--- src/rtl/sfp_ctrl.sv ---
// sfp_ctrl: walks the psum memory output by output, steering the sfp accumulator and
// writing each ReLU result back; every output costs NUM_ACC reads, one wait and one write.
module sfp_ctrl #(
  parameter int NUM_ACC  = 9,
  parameter int NUM_OUT  = 16,
  parameter int ADDR_BW  = 8,
  parameter int OADDR_BW = 4
) (
  input  logic                clk,
  input  logic                reset,
  input  logic                start,
  output logic                ren,
  output logic [ADDR_BW-1:0]  raddr,
  output logic                acc,
  output logic                wen,
  output logic [OADDR_BW-1:0] waddr,
  output logic                busy,
  output logic                done
);
  localparam int KW = NUM_ACC > 1 ? $clog2(NUM_ACC) : 1;
  localparam logic [KW-1:0] k_last = KW'(NUM_ACC - 1);
  localparam logic [OADDR_BW-1:0] o_last = OADDR_BW'(NUM_OUT - 1);
  typedef enum logic [2:0] {IDLE, RUN, WAIT, WRITE, DONE} state_t;
  state_t state;
  logic [KW-1:0] k;
  logic [OADDR_BW-1:0] o;
  logic rv;
  assign acc = rv;
  // rv mirrors ren one cycle late, so acc lines up with the memory's read latency
  always_ff @(posedge clk or posedge reset)
    if (reset) begin
      state <= IDLE;
      k     <= '0;
      o     <= '0;
      rv    <= 1'b0;
      ren   <= 1'b0;
      raddr <= '0;
      wen   <= 1'b0;
      waddr <= '0;
      busy  <= 1'b0;
      done  <= 1'b0;
    end else begin
      rv   <= ren;
      wen  <= 1'b0;
      done <= 1'b0;
      case (state)
        IDLE:
          if (start) begin
            state <= RUN;
            k     <= '0;
            o     <= '0;
            ren   <= 1'b1;
            raddr <= '0;
            busy  <= 1'b1;
          end
        RUN:
          if (k == k_last) begin
            state <= WAIT;
            ren   <= 1'b0;
          end else begin
            k     <= k + 1'b1;
            raddr <= raddr + ADDR_BW'(NUM_OUT);
          end
        WAIT: begin
          state <= WRITE;
          wen   <= 1'b1;
          waddr <= o;
        end
        WRITE:
          if (o == o_last) begin
            state <= DONE;
            done  <= 1'b1;
          end else begin
            state <= RUN;
            o     <= o + 1'b1;
            k     <= '0;
            ren   <= 1'b1;
            raddr <= ADDR_BW'(o) + ADDR_BW'(1);
          end
        DONE: begin
          state <= IDLE;
          busy  <= 1'b0;
        end
        default: state <= IDLE;
      endcase
    end
endmodule

--- config.mk ---
export PLATFORM = sky130hd
export DESIGN_NAME = sfp_ctrl
export DESIGN_NICKNAME = d
export VERILOG_FILES = /design/src/rtl/sfp_ctrl.sv
export SDC_FILE = /design/constraint.sdc
export NUM_CORES = 1
export LEC_CHECK = 0
export BUFFER_PORTS_ARGS = -buffer_cell sky130_fd_sc_hd__buf_2
export CAP_MARGIN = 20
export CORE_ASPECT_RATIO = 0.9
export CORE_MARGIN = 3
export CORE_UTILIZATION = 45
export DETAILED_ROUTE_END_ITERATION = 12
export PLACE_DENSITY = 0.74
export SLEW_MARGIN = 5
export SYNTH_ARGS = -nofsm -noshare
export SYNTH_HDL_FRONTEND = slang
export SYNTH_SLANG_ARGS = --single-unit
--- constraint.sdc ---
create_clock -name clk -period 1.5 [get_ports clk]
set_input_delay 0.3 -clock clk [delete_from_list [all_inputs] [get_ports clk]]
set_output_delay 0.3 -clock clk [all_outputs]
set_load 0.02 [all_outputs]
* Word-level counts from Yosys, hierarchy flattened
Cells that the tools add are included.
** Storage, ports and cells
- Output and inout port bits :: 17
- Logic and storage cells :: 55
- Bits in registers :: 28
** Operators by class
- Equality and inequality tests :: 10
- Mux-type cells :: 22
- Add/sub/neg operators :: 4
- Reductions and logical operators :: 9
** Operators by type and width (number)
- 8-bit two-way mux :: 3
- 8-bit case mux with 3 select lines :: 1
- 4-bit two-way mux :: 4
- 3-bit case mux with 4 select lines :: 1
- 4-bit case mux with 3 select lines :: 1
- 3-bit two-way mux :: 3
- 4-bit by 1-bit adder with 4-bit output (second input constant) :: 2
- 8-bit by 5-bit adder with 8-bit output (second input constant) :: 1
- 4-bit equality test (second input constant) :: 2
- 2-bit inequality test (second input constant) :: 4
- 4-bit case mux with 2 select lines :: 1
- 4-bit AND reduction :: 2
- 3-bit by 2-bit equality test with 1-bit output (second input constant) :: 2
- 1-bit two-way mux :: 6
- 4-bit by 1-bit adder with 5-bit output (second input constant) :: 1
- 2-bit AND reduction :: 2
- 2-bit nonzero test :: 2
- 3-bit by 1-bit equality test with 1-bit output (second input constant) :: 1
- 3-bit equality test (second input constant) :: 1
- 3-bit zero test :: 1
- 1-bit case mux with 3 select lines :: 1
- 3-bit AND reduction :: 1
- 3-bit nonzero test :: 1
- 1-bit case mux with 2 select lines :: 1

* Depth between registers and ports, before layout
- Depth in word-level cells :: 3
- Gate-level depth with buffers :: 6
- Mapped depth without buffers :: 6

* Worst setup path before layout
No wires, ideal clock.
- Path type :: register to register
- Start :: register o[0]
- End :: register raddr[6]
- Setup slack :: -0.054 ns
- Cell stages (with the launch flop) :: 6
- Arrival :: 1.420 ns
- Buffers on the path :: 0
- Setup time :: 0.134 ns
- Period minus slack after synthesis :: 1.554 ns
- Required time :: 1.366 ns
- Cell sequence :: dfrtp_1 -> ha_1 -> and3_1 -> a221o_1 -> o21ai_0 -> o21ai_0
** Between the ends
- Cells in the longest elaborated chain, start to end :: 3
** RTL lines
- start, declared :: RTL line 26 : logic [OADDR_BW-1:0] o;
- start signal, assigned :: RTL line 75 : o <= o + 1'b1;
- 4-bit equality test :: RTL line 70 : if (o == o_last) begin
- 2-bit inequality test (no source line)
- 4-bit AND reduction (no source line)
- end signal, assigned :: RTL line 62 : raddr <= raddr + ADDR_BW'(NUM_OUT);
- end signal, assigned :: RTL line 78 : raddr <= ADDR_BW'(o) + ADDR_BW'(1);
- end, declared :: RTL line 13 : output logic [ADDR_BW-1:0] raddr,
Every way passes these cells.
A chain may end at the register's enable or synchronous reset.

* Worst setup path in the final report
- Start :: register o[1]
- End :: register raddr[6]
The elaborated chain is that of the path after synthesis.

==> metrics.md <==
| Metric | Value |
|---|---|
| Placement Cell Area | `0.00157 mm²` |
| RSZ-0062 raised after global routing | `true` |
| Vias/cell | `~5.3` |
| Sequential element share of the synthesized area | `0.522` |
| PwrDens | `2150 mW/mm²` |
| Clk Latency, worst-skew pair | `between 0.3 and 0.4 ns` |
| Final Hold Fails | `0` |
| Via count | `around 1100` |
| Post-synth EDFFs | `0` |
| Crit-path slowest cell | `dfrtp_1` |
| Drt wl/cell | `approximately 14 µm` |
| Max Buffers Root-to-Sink | `2` |
| Max FO, Critical Path | `3` |
| Layout cells sized above 1 | `0.403` |
| Total power draw | `3680 µW` |
| Post-route ant nets | `0` |
| IO Count | `20` |
| Post-synth ARST share | `1.00` |
| Max Freq | `about 670 MHz` |
| Mapped cell area | `~0.0013 mm²` |
| DP Wirelength | `about 1900 µm` |
| Final nets | `167` |
| CTS tree | `yes` |
| Setup TNS Final | `0 ns` |
| Pleak | `just over 0.0008 µW` |
| Worst EP arrival | `approximately 1.7 ns` |
| Worst setup SP type | `register` |
| Final number of setup-violating endpoints | `0` |
| Cells after synthesis | `approximately 120` |
| Starting density of the core | `0.480` |
| Period minus WS final | `about 1.5 ns` |
| DRC viols | `0` |
| Vias in the first global route | `roughly 1000` |
| Primary FF master, synth | `dfrtp_1` |
| Routed wire length | `between 2000 and 3000 µm` |
| CTS root buf | `clkbuf_4` |
| Total core area | `roughly 0.0028 mm²` |
| Worst Clk Skew | `about 0.0078 ns` |
| Antenna violations before repair | `0` |
| Area grow syn2layout | `27.2%` |
| Post-synthesis area per instance | `between 10 and 15 µm²` |
| Hold Crit Class | `input pin to register` |
| Slew margin rel. | `0.762` |
| DRT Pass-1 Iters | `4` |
| Max incr delay on CP | `0.41 ns` |
| Placer Congestion | `between 0.8 and 0.9` |
| Number of DRC markers in iteration 0 | `30` |
| Die Width | `63.6 µm` |
| Synthesis Warnings | `0` |
| Final Cell Area | `0.00171 mm²` |
| Post-route setup slack | `approximately 0.015 ns` |
| Worst EP required | `about 1.7 ns` |
| Post-place setup slack | `about 0.00013 ns` |
| Worst-path clk slew | `roughly 0.15 ns` |
| ANT cells | `0` |
| Post-synth net total | `about 130` |
| Die Span Y | `roughly 58 µm` |
| Netlist cell types | `35` |
| Slew Viols, Final | `0` |
| First-pass GRT wire length | `4690 µm` |
| Outcome | `complete, no violations` |
| Max-cap violation count | `0` |
| Port Buffer Count | `19` |
| Total clock buffers created by CTS | `3` |
| GRT Total Usage | `0.165` |
| Least-Margin Pin Slew | `0.357 ns` |
| Flops & latches, synth | `28` |
| Crit share post-route | `0.990` |
| Largest net degree at the start of global routing | `29` |
| Critical Path End Type | `register` |
| Overflow left after global routing | `0` |
| Clock Sink Count | `28` |
| VDD IR max | `between 1 and 1.5 mV` |
| Crit path top cell by count | `o21ai_1` |
| Max H-tree Level | `1` |
| Setup Crit Path Kind | `register to register` |
| Fin util | `0.611` |
| Area of the die | `between 0.003 and 0.004 mm²` |
| Num rows | `18` |
| Crit-path cells | `ha_2, and3_4, a221o_1, o21ai_1, o21ai_1` |
[report_power, final]
| part | switching (µW) | internal (µW) |
|---|---|---|
| clock network | 219 | 270 |
| registers | 257 | 1040 |
| logic | 966 | 927 |
| total | 1440 | 2230 |
[path summary, 6_finish.rpt]
kind / from / endpoint / slack [ns] / cells after the start
min in group asynchronous: reset / o[2] / 0.55 / 4
max reg2reg: o[1] / raddr[6] / 0.01 / 5
min reg2reg: ren / acc / 0.44 / 0
max: o[1] / raddr[6] / 0.01 / 5
min: start / busy / 0.40 / 4
max in group asynchronous: reset / state[0] / 0.66 / 4
[kinds of logic (layout without fill, tap and decap cells)]
| kind of cell | Yosys count | in the layout | synth area share |
|---|---|---|---|
| simple gates | 41 | 41 | 0.181 |
| compound gates | 29 | 29 | 0.146 |
| flops | 28 | 28 | 0.522 |
| buf+inv | 7 | 47 | 0.0364 |
| mux | 6 | 6 | 0.0504 |
| fa+ha+maj | 4 | 4 | 0.0373 |
| xor+xnor | 4 | 4 | 0.0261 |
[stage by stage]
step | instances | hold WS, ns
2_1_floorplan | 119 | 0.365
3_3_place_gp | 190 | 0.376
3_5_place_dp | 190 | 0.382
4_1_cts | 197 | 0.367
5_1_grt | 199 | 0.371
6_report | 199 | 0.399
[flip-flops by register name (all words and copies together), names as in the netlist]
signal / count
o: 4
wen: 1
busy: 1
acc: 1
raddr: 8
k: 4
state: 3
done: 1
waddr: 4
ren: 1
[cell usage after synthesis (2+ instances only)]
cell type,number,area (µm²)
a21oi_1,6,30.0
buf_6,3,33.8
nand2_1,6,22.5
o22ai_1,3,18.8
a211oi_1,2,15.0
inv_1,4,15.0
a21oi_2,2,17.5
ha_1,4,50.1
nor2_1,13,48.8
o21ai_0,6,30.0
and2_1,2,12.5
a22o_1,3,26.3
nand2b_1,3,18.8
o2bb2ai_1,2,17.5
nand3_1,6,30.0
mux2_2,6,67.6
dfrtp_1,28,701
xnor2_1,3,26.3
[routing by layer]
| layer | vias to the layer above | part of all wire | track usage |
|---|---|---|---|
| li1 | 503 | - | - |
| met4 | 0 | 0.014 | 0.0677 |
| met5 | - | 0 | 0 |
| met1 | 522 | 0.48 | 0.235 |
| met3 | 4 | 0.030 | 0.0252 |
| met2 | 21 | 0.47 | 0.254 |
[cell usage in the layout, fill, tap and decap left out, types with 2 or more instances in the layout]
| master | count |
|---|---|
| o22ai_1 | 3 |
| a211oi_1 | 2 |
| buf_4 | 19 |
| nand2_1 | 6 |
| ha_2 | 2 |
| and2_1 | 2 |
| a21oi_1 | 5 |
| a21oi_4 | 2 |
| o2bb2ai_1 | 2 |
| dfrtp_1 | 27 |
| nand3_1 | 6 |
| o21ai_0 | 2 |
| xnor2_1 | 3 |
| inv_1 | 4 |
| clkbuf_4 | 3 |
| a22o_1 | 3 |
| nor2_1 | 12 |
| o21ai_1 | 5 |
| nand2b_1 | 3 |
| ha_1 | 2 |
| buf_2 | 19 |
| mux2_2 | 5 |
[final cells by class]
class / count / area, µm²
well taps: 40 / 50.0
inverters: 4 / 15.0
fillers: 242 / 1090
flip-flops and latches: 28 / 702
multi-input cells: 84 / 639
repair buffers: 39 / 248
clock inverters: 1 / 30.0
clock buffers: 3 / 22.5
[critical path: cells and delay by family, from the launching register on]
| kind | cells | cell delay [ns] |
|---|---|---|
| AOI/OAI and AO/OA | 3 | 0.58 |
| and+or+nand+nor | 1 | 0.19 |
| adders and majority gates | 1 | 0.20 |
| DFF | 1 | 0.41 |
[timing repair]
action / 4_1_cts / 5_1_grt
resized for setup: 6 / 8
hold buffers: 1 / 0
pin swaps: 3 / 2
endpoints found under the hold margin: 16 / 0
endpoints found under the setup margin: 5 / 13
setup buffers: 2 / 2
Power figures use the tool's default switching activity.
